`src/rtl/barrel_shifter_pipe.sv`:
```
// Pipelined LSL/LSR/ASR/ROR/RRX operand2 shifter with valid/ready on both sides.
// Optional accepted-op counter: define BARREL_SHIFTER_OP_CNT_EN.
module barrel_shifter_pipe #(
  parameter int WIDTH     = 32,
  parameter int AMT_WIDTH = 8,
  parameter int STAGES    = 2
) (
  input  logic                 in_Clk,
  input  logic                 in_Reset,
  input  logic                 in_Valid,
  output logic                 out_Ready,
  input  logic [WIDTH-1:0]     in_Val,
  input  logic [AMT_WIDTH-1:0] in_Amount,
  input  logic                 in_Imm_form,
  input  logic [1:0]           in_Shift_type,
  input  logic                 in_C_flag,
  output logic                 out_Valid,
  input  logic                 in_Ready,
  output logic [WIDTH-1:0]     out_Op2,
  output logic                 out_Carry,
  output logic [15:0]          out_Op_count
);

  localparam int LVLS = $clog2(WIDTH);
  localparam int LAST = STAGES - 1;
  localparam logic [AMT_WIDTH:0] WIDTH_A = (AMT_WIDTH + 1)'(WIDTH);

  typedef enum logic [1:0] {SH_LSL = 2'b00, SH_LSR = 2'b01, SH_ASR = 2'b10, SH_ROR = 2'b11} shift_e;

  // First shift level owned by stage s; earlier stages take the remainder levels.
  function automatic int lvl_lo(input int s);
    int base;
    int extra;
    base  = LVLS / STAGES;
    extra = LVLS % STAGES;
    return s * base + ((s < extra) ? s : extra);
  endfunction

  // Applies levels [lo,hi) of the remaining amount; carry is the last bit shifted out.
  function automatic logic [WIDTH:0] apply_levels(input logic [WIDTH-1:0] v_in, input logic c_in,
                                                  input shift_e t, input logic [LVLS-1:0] amt,
                                                  input int lo, input int hi);
    logic [WIDTH-1:0] v;
    logic [WIDTH-1:0] tmp;
    logic [LVLS-1:0]  a;
    logic             c;
    v = v_in;
    c = c_in;
    for (int k = 0; k < LVLS; k++) begin
      a = amt >> k;
      if (k >= lo && k < hi && a[0]) begin
        case (t)
          SH_LSL: begin tmp = v >> (WIDTH - (1 << k)); c = tmp[0]; v = v << (1 << k); end
          SH_LSR: begin tmp = v >> ((1 << k) - 1); c = tmp[0]; v = v >> (1 << k); end
          SH_ASR: begin tmp = v >> ((1 << k) - 1); c = tmp[0]; v = $signed(v) >>> (1 << k); end
          SH_ROR: begin v = (v >> (1 << k)) | (v << (WIDTH - (1 << k))); c = v[WIDTH-1]; end
          default: begin v = v; c = c; end
        endcase
      end
    end
    return {c, v};
  endfunction

  logic [STAGES-1:0] valid_q;
  logic [STAGES-1:0] carry_q;
  logic [WIDTH-1:0]  val_q  [STAGES];
  logic [LVLS-1:0]   amt_q  [STAGES];
  shift_e            type_q [STAGES];

  logic [STAGES-1:0] src_valid;
  logic [STAGES-1:0] src_carry;
  logic [WIDTH-1:0]  src_val  [STAGES];
  logic [LVLS-1:0]   src_amt  [STAGES];
  shift_e            src_type [STAGES];
  logic [STAGES-1:0] carry_d;
  logic [WIDTH-1:0]  val_d    [STAGES];
  logic [STAGES-1:0] can_load;

  logic [WIDTH-1:0]  dec_val;
  logic [LVLS-1:0]   dec_amt;
  logic              dec_c;
  logic [LVLS-1:0]   amt_low;
  logic [AMT_WIDTH:0] amt_ext;
  shift_e            in_type;

  assign amt_low = in_Amount[LVLS-1:0];
  assign amt_ext = {1'b0, in_Amount};
  assign in_type = shift_e'(in_Shift_type);

  // Special-case decode: fixed results leave a zero remaining amount.
  always_comb begin
    dec_val = in_Val;
    dec_amt = amt_low;
    dec_c   = in_C_flag;
    if (in_Imm_form) begin
      if (amt_low == '0) begin
        case (in_type)
          SH_LSL:  begin dec_val = in_Val; dec_c = in_C_flag; end
          SH_LSR:  begin dec_val = '0; dec_c = in_Val[WIDTH-1]; end
          SH_ASR:  begin dec_val = {WIDTH{in_Val[WIDTH-1]}}; dec_c = in_Val[WIDTH-1]; end
          SH_ROR:  begin dec_val = {in_C_flag, in_Val[WIDTH-1:1]}; dec_c = in_Val[0]; end
          default: begin dec_val = in_Val; dec_c = in_C_flag; end
        endcase
      end else begin
        dec_amt = amt_low;
      end
    end else if (in_Amount == '0) begin
      dec_amt = '0;
    end else begin
      case (in_type)
        SH_LSL: begin
          if (amt_ext == WIDTH_A) begin
            dec_val = '0; dec_c = in_Val[0]; dec_amt = '0;
          end else if (amt_ext > WIDTH_A) begin
            dec_val = '0; dec_c = 1'b0; dec_amt = '0;
          end else begin
            dec_amt = amt_low;
          end
        end
        SH_LSR: begin
          if (amt_ext == WIDTH_A) begin
            dec_val = '0; dec_c = in_Val[WIDTH-1]; dec_amt = '0;
          end else if (amt_ext > WIDTH_A) begin
            dec_val = '0; dec_c = 1'b0; dec_amt = '0;
          end else begin
            dec_amt = amt_low;
          end
        end
        SH_ASR: begin
          if (amt_ext >= WIDTH_A) begin
            dec_val = {WIDTH{in_Val[WIDTH-1]}}; dec_c = in_Val[WIDTH-1]; dec_amt = '0;
          end else begin
            dec_amt = amt_low;
          end
        end
        SH_ROR: begin
          if (amt_low == '0) begin
            dec_c = in_Val[WIDTH-1]; dec_amt = '0;
          end else begin
            dec_amt = amt_low;
          end
        end
        default: dec_amt = '0;
      endcase
    end
  end

  // Per-stage datapath: each stage applies its share of shift levels to its source.
  always_comb begin
    src_valid   = '0;
    src_carry   = '0;
    carry_d     = '0;
    src_valid[0] = in_Valid;
    src_val[0]   = dec_val;
    src_amt[0]   = dec_amt;
    src_type[0]  = in_type;
    src_carry[0] = dec_c;
    for (int s = 1; s < STAGES; s++) begin
      src_valid[s] = valid_q[s-1];
      src_val[s]   = val_q[s-1];
      src_amt[s]   = amt_q[s-1];
      src_type[s]  = type_q[s-1];
      src_carry[s] = carry_q[s-1];
    end
    for (int s = 0; s < STAGES; s++) begin
      {carry_d[s], val_d[s]} = apply_levels(src_val[s], src_carry[s], src_type[s], src_amt[s],
                                            lvl_lo(s), lvl_lo(s + 1));
    end
  end

  // Backpressure chain: a stage may load when empty or when its content moves on.
  always_comb begin
    logic ready_chain;
    ready_chain = in_Ready;
    can_load    = '0;
    for (int s = LAST; s >= 0; s--) begin
      ready_chain = !valid_q[s] || ready_chain;
      can_load[s] = ready_chain;
    end
  end

  // Stage registers; data only captured for valid entries so the output holds during stalls.
  always_ff @(posedge in_Clk) begin
    if (in_Reset) begin
      valid_q <= '0;
      carry_q <= '0;
      for (int s = 0; s < STAGES; s++) begin
        val_q[s]  <= '0;
        amt_q[s]  <= '0;
        type_q[s] <= SH_LSL;
      end
    end else begin
      for (int s = 0; s < STAGES; s++) begin
        if (can_load[s]) begin
          valid_q[s] <= src_valid[s];
          if (src_valid[s]) begin
            val_q[s]   <= val_d[s];
            amt_q[s]   <= src_amt[s];
            type_q[s]  <= src_type[s];
            carry_q[s] <= carry_d[s];
          end
        end
      end
    end
  end

  assign out_Ready = can_load[0];
  assign out_Valid = valid_q[LAST];
  assign out_Op2   = val_q[LAST];
  assign out_Carry = carry_q[LAST];

`ifdef BARREL_SHIFTER_OP_CNT_EN
  logic [15:0] op_cnt_q;

  // Saturating count of accepted requests.
  always_ff @(posedge in_Clk) begin
    if (in_Reset) begin
      op_cnt_q <= 16'd0;
    end else if (in_Valid && out_Ready && (op_cnt_q != 16'hFFFF)) begin
      op_cnt_q <= op_cnt_q + 16'd1;
    end
  end

  assign out_Op_count = op_cnt_q;
`else
  assign out_Op_count = 16'd0;
`endif

endmodule
```
`config.mk`:
```
export PLATFORM = sky130hd
export DESIGN_NAME = barrel_shifter_pipe
export DESIGN_NICKNAME = d
export VERILOG_FILES = /design/src/rtl/barrel_shifter_pipe.sv
export SDC_FILE = /design/constraint.sdc
export NUM_CORES = 1
export LEC_CHECK = 0
export BUFFER_PORTS_ARGS = -buffer_cell sky130_fd_sc_hd__clkbuf_2
export CELL_PAD_IN_SITES_DETAIL_PLACEMENT = 0
export CELL_PAD_IN_SITES_GLOBAL_PLACEMENT = 1
export CORE_MARGIN = 10
export CORE_UTILIZATION = 43
export DETAILED_ROUTE_END_ITERATION = 12
export PLACE_DENSITY_LB_ADDON = 0.1
export SYNTH_ARGS = -nofsm -noshare
export SYNTH_HDL_FRONTEND = slang
export SYNTH_SLANG_ARGS = --single-unit
```
`constraint.sdc`:
```
create_clock -name in_Clk -period 4.55 [get_ports in_Clk]
set_clock_uncertainty 0.2 [all_clocks]
set_input_delay 0.91 -clock in_Clk [delete_from_list [all_inputs] [get_ports in_Clk]]
set_output_delay 0.91 -clock in_Clk [all_outputs]
set_load 0.01 [all_outputs]
```
==> results.sh <==
export IMPL_ant_nets=0
export IMPL_drc=0
export IMPL_critical_path_max_fanout=18
export IMPL_port_buffers=82
export IMPL_category_of_the_most_critical_setup_path="primary input to register"
export IMPL_initial_antenna_violation_count=0
export IMPL_cts_setup_buffers=0
export IMPL_floorplan_core_area_um2=18600
export IMPL_synth_flop_cell="sky130_fd_sc_hd__edfxtp_1"
export IMPL_ys_types=80
export IMPL_synth_edff_count=68
export IMPL_finalSetupViolations=0
export IMPL_critical_path_top_delay_family="compound AO/OA/AOI/OAI gates"
export IMPL_share_of_the_synthesized_netlist_area_taken_by_xor_and_xnor_gates=0
export IMPL_synth_top_family_by_area="compound AO/OA/AOI/OAI gates"
export IMPL_post_synth_inst_count=1085
export IMPL_critPathSlowestCell="sky130_fd_sc_hd__a21oi_1"
export IMPL_fin_crit_ns=4.23
export IMPL_leakage_nw=3.39
export IMPL_asyncSetResetFlopFracSynth=0
export IMPL_postSynthRegisterBits=72
export IMPL_ctsRootBufferMaster="sky130_fd_sc_hd__clkbuf_16"
export IMPL_run_status="finished, final reports clean"
export IMPL_cap_violations=0
export IMPL_routed_vias=9639
export IMPL_ioPinCount=99
export IMPL_post_drt_wl_per_cell_um=25.1
export IMPL_grt_util_all_layers=0.278
export IMPL_worst_path_buf_inv=3
export IMPL_nNetsFinal=1213
export IMPL_worstPathRequired_ns=4.39
export IMPL_cts_max_path_buffers=2
export IMPL_final_fill_count=1915
export IMPL_post_synth_fa_ha_maj_area_fraction=0.0123
export IMPL_dieArea_um2=24800
export IMPL_setup_tns_ns=0
export IMPL_yosys_area_top_type_share=0.252
export IMPL_rows=50
export IMPL_worstSkewPairLatency_ns=0.34
export IMPL_post_synth_top_area_cell="sky130_fd_sc_hd__edfxtp_1"
export IMPL_path_cells="clkbuf_2 > inv_1 > ha_1 > nor3_1 > o21ai_4 > a21oi_1 > buf_12 > a31oi_1 > o21ai_0 > o22ai_1 > a211oi_1 > a211oi_1"
export IMPL_ctsHoldBuffers=0
export IMPL_cts_buffers=9
export IMPL_seq_area_frac_synth=0.262
export IMPL_worst_r2r_setup_slack_ns=1.84
export IMPL_first_global_vias=8976
export IMPL_initialDrtViolationCount=1237
export IMPL_critPathArrivalTime_ns=4.07
export IMPL_crit_path_start_kind="primary input"
export IMPL_grt_start_max_net_pins=60
export IMPL_synth_compound_gate_area_share=0.427
export IMPL_layout_drive_gt1_share=0.206
export IMPL_power_density_nw_per_um2=272
export IMPL_worst_slew_pin_transition_ns=1.10
export IMPL_yosys_mux_area_fraction=0.0188
export IMPL_final_hold_vio_count=0
export IMPL_htree_levels=3
export IMPL_maxClockFrequency_mhz=236
export IMPL_avgViaCountPerCell=6.90
export IMPL_fin_worst_hold_slack_ns=0.261
export IMPL_max_slew_margin_rel=0.270
export IMPL_grt_first_pass_wirelength_mm=54.1
export IMPL_post_synth_and_or_nand_nor_area_fraction=0.204
export IMPL_tritoncts="yes"
export IMPL_pre_cts_ws_ns=0.125
export IMPL_vdd_drop_max_mv=0.178
export IMPL_syn_area_um2=8110
export IMPL_final_min_period_over_clock_period=0.930
export IMPL_area_of_combinational_cells_with_multiple_inputs_um2=5470
export IMPL_grt_setup_unrepaired="no"
export IMPL_floorplan_initialDensity=0.435
export IMPL_global_route_congestion_overflow_total=0
export IMPL_synth_most_common_cell="sky130_fd_sc_hd__nand2_1"
export IMPL_area_sequential_um2=2120
export IMPL_timing_final_ws_setup_ns=0.319
export IMPL_critical_path_max_stage_delay_ns=0.61
export IMPL_synth_top_cells_by_area="sky130_fd_sc_hd__edfxtp_1, sky130_fd_sc_hd__a21oi_1, sky130_fd_sc_hd__o21ai_0, sky130_fd_sc_hd__a221oi_1, sky130_fd_sc_hd__nand2_1"
export IMPL_die_h_um=157
export IMPL_cts_sinks=72
export IMPL_route_final_wire_length_mm=35.1
export IMPL_cts_reportedPaths_clkPinSlew_ns=0.06
export IMPL_average_size_of_a_mapped_cell_um2=7.48
export IMPL_syn2layout_area_growth_pct=15.4
export IMPL_most_numerous_cell_types_in_the_synthesized_netlist="sky130_fd_sc_hd__nand2_1, sky130_fd_sc_hd__nor2_1, sky130_fd_sc_hd__a21oi_1"
export IMPL_cts_repair_resized=0
export IMPL_hpwlAfterDp_mm=26.8
export IMPL_setup_worst_path_end_class="register"
export IMPL_drtPass1Iterations=6
export IMPL_maxSlewViolCount=0
export IMPL_fp_dieW_um=157
export IMPL_antennaDiodeCount=0
export IMPL_gp_congestion=1.01
export IMPL_postLayoutCoreUtil=0.502
export IMPL_timing_critical_path_mode_cell="sky130_fd_sc_hd__a211oi_1"
export IMPL_hold_class="register to register"
export IMPL_ys_warnings_count=0
[layout make-up]
cell class | count | share of cell area
clock buffer | 10 | 0.0245
clock inverter | 6 | 0.00468
inverter | 15 | 0.00601
multi-input combinational | 889 | 0.584
sequential | 72 | 0.227
tap | 234 | 0.0313
timing repair buffer | 170 | 0.122
[cells in the final DEF (no fill, tap or decap), types with 22 or more instances in the layout]
master and n:
sky130_fd_sc_hd__nand2_1 109, sky130_fd_sc_hd__a21oi_1 90, sky130_fd_sc_hd__a31oi_1 31, sky130_fd_sc_hd__o21ai_0 88, sky130_fd_sc_hd__a221oi_1 47, sky130_fd_sc_hd__buf_4 82
sky130_fd_sc_hd__clkbuf_2 82, sky130_fd_sc_hd__nor2_1 102, sky130_fd_sc_hd__edfxtp_1 68, sky130_fd_sc_hd__or2_2 22, sky130_fd_sc_hd__a211oi_1 26, sky130_fd_sc_hd__nor3_1 40
sky130_fd_sc_hd__a22oi_1 33, sky130_fd_sc_hd__o211ai_1 23
[final timing paths]
kind / cells after the start / endpoint / from
setup / recovery: 12 / val_q[0][19] / in_Shift_type[1]
hold / removal: 2 / carry_q[1] / carry_q[1]
setup reg to reg: 10 / val_q[0][58] / type_q[0][1]
hold reg to reg: 2 / carry_q[1] / carry_q[1]
[flip-flops by register name (all words and copies together), names as in the netlist]
name	count
carry_q	2
type_q	2
amt_q	2
val_q	64
valid_q	2
[cells by family (layout without fill, tap and decap cells)]
kind of cell,Yosys count,in the layout
other,1,16
and+or+nand+nor,353,353
adders and majority gates,8,8
DFF,72,72
buffers and inverters,139,201
muxes,15,15
AOI/OAI and AO/OA,497,497
[through the flow]
stage,power (mW),cell area (µm²),cells
floorplan,1.48,8170,1100
detailed placement,1.86,9090,1380
finish,2.55,9360,1396
global placement,1.87,9090,1380
CTS,2.53,9360,1396
global route,2.67,9360,1396
[worst min-delay path: cells and delay by family (launching register included)]
kind	cells	cell delay [ns]
compound gates	1	0.05
flops	1	0.31
simple gates	1	0.05
[where the power goes]
part	leakage, nW	internal, mW	switching [mW]
Combinational	2.48	0.363	0.675
Clock	0.133	0.372	0.291
Sequential	0.770	0.799	0.0486
[routing by layer]
layer,wire (µm),global-route usage
met1,14800,0.382
met5,0,0
met4,1180,0.0953
met2,15400,0.426
met3,3730,0.0532
Power figures use the tool's default switching activity.
